## config.mk

```make
export PLATFORM = sky130hd
export DESIGN_NAME = qspi_ram_responder_flat
export DESIGN_NICKNAME = d
export VERILOG_FILES = /design/src/rtl/qspi_ram_responder_if.sv /design/src/rtl/qspi_ram_responder.sv /design/src/flat_wrapper.sv
export SDC_FILE = /design/constraint.sdc
export NUM_CORES = 1
export LEC_CHECK = 0
export CAP_MARGIN = 10
export CORE_UTILIZATION = 40
export CTS_CLUSTER_SIZE = 20
export DETAILED_ROUTE_END_ITERATION = 10
export PLACE_DENSITY_LB_ADDON = 0.15
export SYNTH_ARGS = -nofsm -noshare
export SYNTH_HDL_FRONTEND = slang
export SYNTH_SLANG_ARGS = --single-unit
export TNS_END_PERCENT = 10
```

## constraint.sdc

```tcl
create_clock -name clk -period 3.6 [get_ports clk]
set_clock_uncertainty 0.05 [all_clocks]
set_input_delay 0.54 -clock clk [delete_from_list [all_inputs] [get_ports clk]]
set_output_delay 0.54 -clock clk [all_outputs]
set_load 0.01 [all_outputs]
```

## src/rtl/qspi_ram_responder_if.sv

```systemverilog
// qspi_ram_responder_if: quad-SPI pin bundle between the initiator (master) and the RAM responder (slave).
interface qspi_ram_responder_if;
  logic       spi_clk_in;
  logic       spi_select_n;
  logic [3:0] spi_data_in;
  logic [3:0] spi_data_out;
  logic [3:0] spi_data_oe;
  modport master (output spi_clk_in, spi_select_n, spi_data_in, input spi_data_out, spi_data_oe);
  modport slave (input spi_clk_in, spi_select_n, spi_data_in, output spi_data_out, spi_data_oe);
endinterface

```

## src/rtl/qspi_ram_responder.sv

```systemverilog
// qspi_ram_responder: oversampled quad-SPI PSRAM stand-in serving 0xEB reads / 0x38 writes from a byte array.
// Defining QSPI_RESP_STATUS_EN adds the saturating wr_count port and the 0x05 status-read command.
module qspi_ram_responder #(
  parameter int ADDR_BITS    = 7,
  parameter int DUMMY_CYCLES = 6
) (
  input  logic                  clk,
  input  logic                  rst_n,
  qspi_ram_responder_if.slave   spi,
  output logic                  busy
`ifdef QSPI_RESP_STATUS_EN
  , output logic [7:0]          wr_count
`endif
);
  typedef enum logic [2:0] {IDLE, CMD, ADDR, DUMMY, RDATA, WDATA, IGNORE} state_t;
  state_t                state;
  logic [5:0]            s1, s2;
  logic                  clk_q, sel_q, ph, wr;
  logic [7:0]            cnt;
  logic [3:0]            hold;
  logic [ADDR_BITS-1:0]  addr;
  logic [7:0]            mem [2**ADDR_BITS];
  logic                  clk_s, sel_s, qual, rise, fall, we;
  logic [3:0]            nib;
  logic [7:0]            rd_byte;
`ifdef QSPI_RESP_STATUS_EN
  logic                  stat;
  assign rd_byte = stat ? wr_count : mem[addr];
`else
  assign rd_byte = mem[addr];
`endif
  assign clk_s = s2[5];
  assign sel_s = s2[4];
  assign nib   = s2[3:0];
  assign qual  = ~sel_s & ~sel_q;
  assign rise  = qual & clk_s & ~clk_q;
  assign fall  = qual & ~clk_s & clk_q;
  assign we    = (state == WDATA) && rise && ph;
  // Select syncs reset low so a select already held low at release never looks like a fall.
  always_ff @(posedge clk or negedge rst_n)
    if (!rst_n) begin
      s1    <= '0;
      s2    <= '0;
      clk_q <= 1'b0;
      sel_q <= 1'b0;
    end else begin
      s1    <= {spi.spi_clk_in, spi.spi_select_n, spi.spi_data_in};
      s2    <= s1;
      clk_q <= s2[5];
      sel_q <= s2[4];
    end
  always_ff @(posedge clk)
    if (we) mem[addr] <= {hold, nib};
  always_ff @(posedge clk or negedge rst_n)
    if (!rst_n) begin
      state            <= IDLE;
      cnt              <= '0;
      hold             <= '0;
      addr             <= '0;
      ph               <= 1'b0;
      wr               <= 1'b0;
      busy             <= 1'b0;
      spi.spi_data_out <= '0;
      spi.spi_data_oe  <= '0;
`ifdef QSPI_RESP_STATUS_EN
      stat             <= 1'b0;
      wr_count         <= '0;
`endif
    end else begin
      busy <= ~sel_s;
      if (sel_s) begin
        state           <= IDLE;
        spi.spi_data_oe <= '0;
      end else case (state)
        IDLE: if (sel_q) begin
          state <= CMD;
          ph    <= 1'b0;
`ifdef QSPI_RESP_STATUS_EN
          stat  <= 1'b0;
`endif
        end
        CMD: if (rise) begin
          hold <= nib;
          ph   <= 1'b1;
          if (ph) begin
            if ({hold, nib} == 8'hEB || {hold, nib} == 8'h38) begin
              state <= ADDR;
              wr    <= ({hold, nib} == 8'h38);
              cnt   <= '0;
            end
`ifdef QSPI_RESP_STATUS_EN
            else if ({hold, nib} == 8'h05) begin
              state <= RDATA;
              stat  <= 1'b1;
              ph    <= 1'b0;
            end
`endif
            else state <= IGNORE;
          end
        end
        ADDR: if (rise) begin
          addr <= ADDR_BITS'({addr, nib});
          cnt  <= cnt + 8'd1;
          if (cnt == 8'd5) begin
            ph    <= 1'b0;
            cnt   <= '0;
            state <= wr ? WDATA : (DUMMY_CYCLES == 0 ? RDATA : DUMMY);
          end
        end
        DUMMY: if (rise) begin
          cnt <= cnt + 8'd1;
          if (cnt == 8'(DUMMY_CYCLES - 1)) state <= RDATA;
        end
        RDATA: if (fall) begin
          spi.spi_data_oe  <= 4'hF;
          spi.spi_data_out <= ph ? rd_byte[3:0] : rd_byte[7:4];
          ph               <= ~ph;
          if (ph) addr <= addr + 1'b1;
        end
        WDATA: if (rise) begin
          ph <= ~ph;
          if (!ph) hold <= nib;
          else begin
            addr <= addr + 1'b1;
`ifdef QSPI_RESP_STATUS_EN
            if (wr_count != 8'hFF) wr_count <= wr_count + 8'd1;
`endif
          end
        end
        default: ;
      endcase
    end
endmodule

```

## src/flat_wrapper.sv

```systemverilog
// flat-port wrapper written by rule: the top's interface ports become plain ports
module qspi_ram_responder_flat 
#(
  parameter int ADDR_BITS    = 7,
  parameter int DUMMY_CYCLES = 6
)
  (clk, rst_n, busy, spi_spi_clk_in, spi_spi_select_n, spi_spi_data_in, spi_spi_data_out, spi_spi_data_oe);
  qspi_ram_responder_if spi_i ();
  input  logic clk;
  input  logic rst_n;
  output logic busy;
  input wire logic [$bits(spi_i.spi_clk_in)-1:0] spi_spi_clk_in;
  input wire logic [$bits(spi_i.spi_select_n)-1:0] spi_spi_select_n;
  input wire logic [$bits(spi_i.spi_data_in)-1:0] spi_spi_data_in;
  output wire logic [$bits(spi_i.spi_data_out)-1:0] spi_spi_data_out;
  output wire logic [$bits(spi_i.spi_data_oe)-1:0] spi_spi_data_oe;
  assign spi_i.spi_clk_in = spi_spi_clk_in;
  assign spi_i.spi_select_n = spi_spi_select_n;
  assign spi_i.spi_data_in = spi_spi_data_in;
  assign spi_spi_data_out = spi_i.spi_data_out;
  assign spi_spi_data_oe = spi_i.spi_data_oe;
  qspi_ram_responder #(.ADDR_BITS(ADDR_BITS), .DUMMY_CYCLES(DUMMY_CYCLES)) u_core (.clk(clk), .rst_n(rst_n), .spi(spi_i), .busy(busy));
endmodule
```

---- Yosys cells after proc, flatten, opt, wreduce, memory -nomap -nowiden ----
Memories as Yosys holds them, arrays and structs flattened.
Index checks and enable logic that the tools add are counted.
word-level totals
  flip-flop bits (word level) ............. 47
  bits in writable memories ............... 1024
  output and inout port bits .............. 9
  logic and storage cells ................. 110
  memories ................................ 1
memories
  memory      words  bits a word  rd ports  clocked after Yosys merged registers in  wr ports  line                      text
  u_core.mem  128    8            1         0                                        1         qspi_ram_responder.sv:22  logic [7:0] mem [2**ADDR_BITS];
operators by class
  add/subtract/negate cells ............... 2
  eq/ne operators ......................... 25
  mux-type cells .......................... 40
  bitwise logic cells ..................... 10
  reduce and logical (&&, ||, !) cells .... 19
operators with widths
  operator                                              count
  two-way mux 8 bit                                     6
  two-way mux 3 bit                                     10
  two-way mux 4 bit                                     7
  two-way mux 7 bit                                     4
  case mux 8 bit (3 select lines)                       1
  != test 3 x 1 -> 1 bit (second input constant)        7
  case mux 7 bit (3 select lines)                       1
  != test 2 x 1 -> 1 bit (second input constant)        9
  AND reduction 8 bit                                   2
  AND reduction 5 bit                                   3
  case mux 3 bit (4 select lines)                       1
  nonzero test 5 bit                                    2
  adder 8 x 1 -> 8 bit (second input constant)          1
  equality test 8 x 3 -> 1 bit (second input constant)  1
  equality test 8 x 6 -> 1 bit (second input constant)  1
  equality test 8 bit (second input constant)           1
  two-way mux 1 bit                                     8
  case mux 4 bit (2 select lines)                       1
  adder 7 x 1 -> 7 bit (second input constant)          1
  AND reduction 7 bit                                   1
  equality test 3 x 2 -> 1 bit (second input constant)  2
  equality test 3 bit (second input constant)           2
  nonzero test 2 bit                                    3
  nonzero test 3 bit                                    2
  10 further kinds                                      19

---- Logic depth before layout (Yosys ltp) ----
  depth after elaboration ................. 8
  mapped depth ............................ 12
  gate-level depth less buffers ........... 9

---- Worst setup path after synthesis ----
Ideal clock, no wire load.
  kind .................................... register to register
  start point ............................. register u_core.hold[3]
  end point ............................... register u_core.cnt[6]
  arrival time ............................ 3.057 ns
  path slack .............................. 0.352 ns
  cell stages (with the launch flop) ...... 9
  path through ............................ dfrtp_1 nand2b_1 nor4_1 o21a_1 o211ai_1 clkbuf_1 nor3_1 a21oi_1 o21ai_0
on the way
  longest elaborated chain between the ends .. 4
RTL lines
  what                                                                 line                       text
  start: declaration                                                   qspi_ram_responder.sv:20   logic [3:0] hold;
  start signal: assignment                                             qspi_ram_responder.sv:83   hold <= nib;
  start signal: assignment                                             qspi_ram_responder.sv:122  if (!ph) hold <= nib;
  equality test 8 bit or equality test 8 x 6 -> 1 bit (tied branches)  qspi_ram_responder.sv:86   if ({hold, nib} == 8'hEB || {hold, nib} == 8'h38) begin
  logical OR 1 bit (*)                                                 qspi_ram_responder.sv:86
  != test 2 x 1 -> 1 bit (no source line) (*)                          -
  AND reduction 7 bit (no source line) (*)                             -
  end signal: assignment                                               qspi_ram_responder.sv:103  cnt <= cnt + 8'd1;
  end signal: assignment                                               qspi_ram_responder.sv:111  cnt <= cnt + 8'd1;
  end: declaration                                                     qspi_ram_responder.sv:19   logic [7:0] cnt;
Mark *: on every way between the ends. The rest lies on a longest branch, timed or not.
A chain may end at the register's enable or synchronous reset.

---- Worst setup path in the final report ----
  start point ............................. register u_core.addr[2]
  end point ............................... register u_core.spi.spi_data_out[3]
on the way
  longest elaborated chain between the ends .. 2
RTL lines
  what                       line                        text
  start: declaration         qspi_ram_responder.sv:21    logic [ADDR_BITS-1:0] addr;
  start signal: assignment   qspi_ram_responder.sv:102   addr <= ADDR_BITS'({addr, nib});
  start signal: assignment   qspi_ram_responder.sv:118   if (ph) addr <= addr + 1'b1;
  start signal: assignment   qspi_ram_responder.sv:124   addr <= addr + 1'b1;
  memory read (128 x 8 bit)  -
  two-way mux 4 bit          qspi_ram_responder.sv:116   spi.spi_data_out <= ph ? rd_byte[3:0] : rd_byte[7:4];
  end signal: assignment     qspi_ram_responder.sv:116
  end: declaration           qspi_ram_responder_if.sv:9  modport slave (input spi_clk_in, spi_select_n, spi_data_in, output spi_data_out, spi_data_oe);
Every way passes these cells.

==> results.toml <==
[global_routing]
busiest_layer = "met2"
overflow = 0
grt_first_pass_wirelength_mm = 190
met1_usage_pct = 34.2
grtUsageMet3_pct = 4.21
grt_pass1_vias = 24945
use_met2_pct = 39.9
grt_max_degree = 98
gr-usage-all-layers_pct = 25.0
grt_antenna_before_repair = 2

[clock_network]
clockBufferDepth = 3
clock-sinks = 1068
cts_resized = 0
post_cts_buffers = 0
root_buffer = "clkbuf_16"
clkTransAtPathRegs_ns = 0.06
cts_buffers = 110
cts-hold-fix-buffers = 1
cts.htree.levels = 3
cts_tree = "yes"
clk_latency_ns = 0.70

[synthesis]
netlist_instances = 2480
ys_ff_latch = 1068
synth_async_sr_flop_share_pct = 4.12
synth_warnings = 0
yosysTopAreaCell = "edfxtp_1"
synth-main-ff-cell = "edfxtp_1"
synth_area_leaders = "edfxtp_1, mux2i_1, mux4_2, dfrtp_1, a221oi_1"
synth_common_cells = "edfxtp_1, nor2_1, mux2i_1"
synth_top_cell_area_share_pct = 72.7
synth.distinct_cells = 86
avgSynthCellArea_sq_um = 17.1
synth-seq-area-share_pct = 75.3
netlist_area_sq_mm = 0.0423
syn_nets = 2491
post-synth-top-count-cell = "edfxtp_1"
synth_edf_count = 1024

[timing]
period_needed_ns = 3.45
fmax_mhz = 290
rsz0062_at_grt = "no"
finalSetupViolCount = 0
tightest_slew_ns = 1.09
fin_tns_setup_ns = 0
period_share_pct = 95.7
maxSlewViolCount = 0
slew_headroom_pct = 27.2
fin_hold_ws_ns = 0.235
hold_viol_final = 0

[power]
clockPowerShare_pct = 30.2
p_int_mw = 25.1
ir_drop_uv = 446
p_per_area_mw_per_mm2 = 778
power.switching_mw = 13.3
pwr-share-comb_pct = 31.1
p_seq_share_pct = 38.8
cellLeakagePower_nw = 16.2
sw_frac_of_total_pct = 34.6

[setup_path]
end_kind = "flip-flop"
cp_data_arrival_time_ns = 3.94
required_ns = 4.10
critPathLaunchType = "flip-flop"
path_class = "flip-flop to flip-flop"
worstPathMaxFanout = 36

[placement]
routabilityCongestion = 0.898
io_buffer_count = 16
dp_hpwl_mm = 85.1

[die]
core_sq_mm = 0.104
die_h_um = 327
fp.dieArea_sq_mm = 0.107
initial_core_util_pct = 40.6
die-width_um = 327
io_pins = 17
rows = 118

[routing]
wire_per_inst_um = 31.9
vias_per_cell = 5.99
drc = 0
drt-pass1-iter-count = 6
drt_iter0_drc = 3252
routed_wl_mm = 134
vias = 25210
drtAntennaViolNets = 0

[finish]
finish.net_count = 2750
num-fill-cells = 8926
multiInputGateArea_sq_mm = 0.00937
regArea_sq_mm = 0.0319
syn_to_final_growth_pct = 16.8
layout-drive-gt1-share_pct = 22.5

[worst_hold_path]
hold_path.class = "input port to flip-flop"

[job]
maxCapViolCount = 0

[status]
outcome = "finished clean"
## worst paths after layout
path | slack [ns] | endpoint | depth (start not counted) | from
worst min register to register | 0.30 | u_core.s2[2] | 0 | u_core.s1[2]
worst min-delay path | 0.23 | u_core.s1[2] | 1 | spi_spi_data_in[2]
min in group asynchronous | 0.32 | u_core.cnt[5] | 2 | rst_n
worst max register to register | 0.15 | u_core.spi.spi_data_out[3] | 9 | u_core.addr[2]
max in group asynchronous | 2.39 | u_core.addr[2] | 3 | rst_n
worst max-delay path | 0.15 | u_core.spi.spi_data_out[3] | 9 | u_core.addr[2]
## placed cells by master (no fill, tap or decap), types with 7 or more instances in the layout
cell type        Yosys  final
edfxtp_1          1024   1024
buf_4               32    277
nor2_1             195    195
mux2i_1            116    116
clkbuf_16            0    110
a221oi_1           100    100
nand2_1             93     93
a21oi_1             90     90
o21ai_0             85     85
a22oi_1             77     77
mux2_2              73     73
mux4_2              50     50
dfrtp_1             44     33
a22o_1              28     28
o2bb2ai_1           28     28
clkinv_1             1     26
a31oi_1             26     26
buf_12               1     24
o211ai_1            22     22
a221o_1             20     20
nand3_1             19     19
clkinv_2             0     19
nor3_1              16     16
bufinv_16            0     16
clkbuf_1            49     16
clkdlybuf4s50_1      0     15
a211oi_1            12     12
nand4_1             11     11
dfrtp_4              0     11
nand2b_1            10     10
o221ai_1            10     10
o22ai_1              9      9
inv_1               10      8
nor2b_1             12      8
and3_1               7      7
clkinvlp_4           0      7
## registers in the layout (all words and copies together) (netlist names)
register,cells
u_core.addr,7
u_core.busy,1
u_core.clk_q,1
u_core.cnt,8
u_core.hold,4
u_core.mem,1024
u_core.ph,1
u_core.s1,6
u_core.s2,6
u_core.sel_q,1
u_core.spi.spi_data_oe,1
u_core.spi.spi_data_out,4
u_core.state,3
u_core.wr,1
## cell families (layout without fill, tap and decap cells)
kind of cell             Yosys count  after routing  share of synthesized area [%]
AO/OA/AOI/OAI                    578            578                           10.1
XOR/XNOR                           1              1                         0.0207
adder cells (fa/ha/maj)            3              3                         0.0888
buffers and inverters            184            533                           2.65
flip-flops                      1068           1068                           75.3
multiplexers                     244            244                           7.56
other                              0              1                              0
AND/OR/NAND/NOR                  402            402                           4.32
## routing by layer
metal  routed length, um  vias up
met5                   0        -
met4                5080        0
met3               10200      247
met2               63600     1220
met1               55300    13150
li1                    -    10593
## worst max-delay path, cell delays in order, from the launching register on
cell,delay [ns]
dfrtp_4,0.76
buf_12,0.28
buf_12,0.27
mux2_2,0.38
nand2_1,0.07
a21oi_1,0.06
a221oi_1,0.36
o22ai_1,0.28
o311ai_1,0.57
a31oi_1,0.15
## power groups by stage
stage | combinational (mW) | sequential [mW] | clock [mW]
after floorplan | 6.54 | 15.1 | 0
after global placement | 11.8 | 15.1 | 0
after detailed placement | 11.8 | 15.2 | 0
after CTS | 11.8 | 14.9 | 11.8
after global routing | 12.3 | 14.9 | 12.2
final | 11.9 | 14.9 | 11.6
## area by class of cell
cell class | count | share of cell area [%]
well taps | 1380 | 3.49
repair buffers | 318 | 5.51
inverters | 13 | 0.101
multi-input cells | 1228 | 19.0
clock buffers | 126 | 5.69
diodes | 1 | 0.00506
flip-flops and latches | 1068 | 64.5
clock inverters | 76 | 1.71
## through the flow
stage	setup slack (ns)	power, mW	cell area (sq um)	cells	utilization (%)
final	0.153	38.5	49400	4210	47.4
after global routing	0.158	39.5	49400	4209	47.4
after CTS	0.244	38.5	49400	4209	47.4
after detailed placement	0.262	27.0	45700	4006	43.9
after global placement	0.231	26.9	45700	4006	43.9
after floorplan	0.352	21.6	42300	2480	-
(Power assumes the default switching activity.)
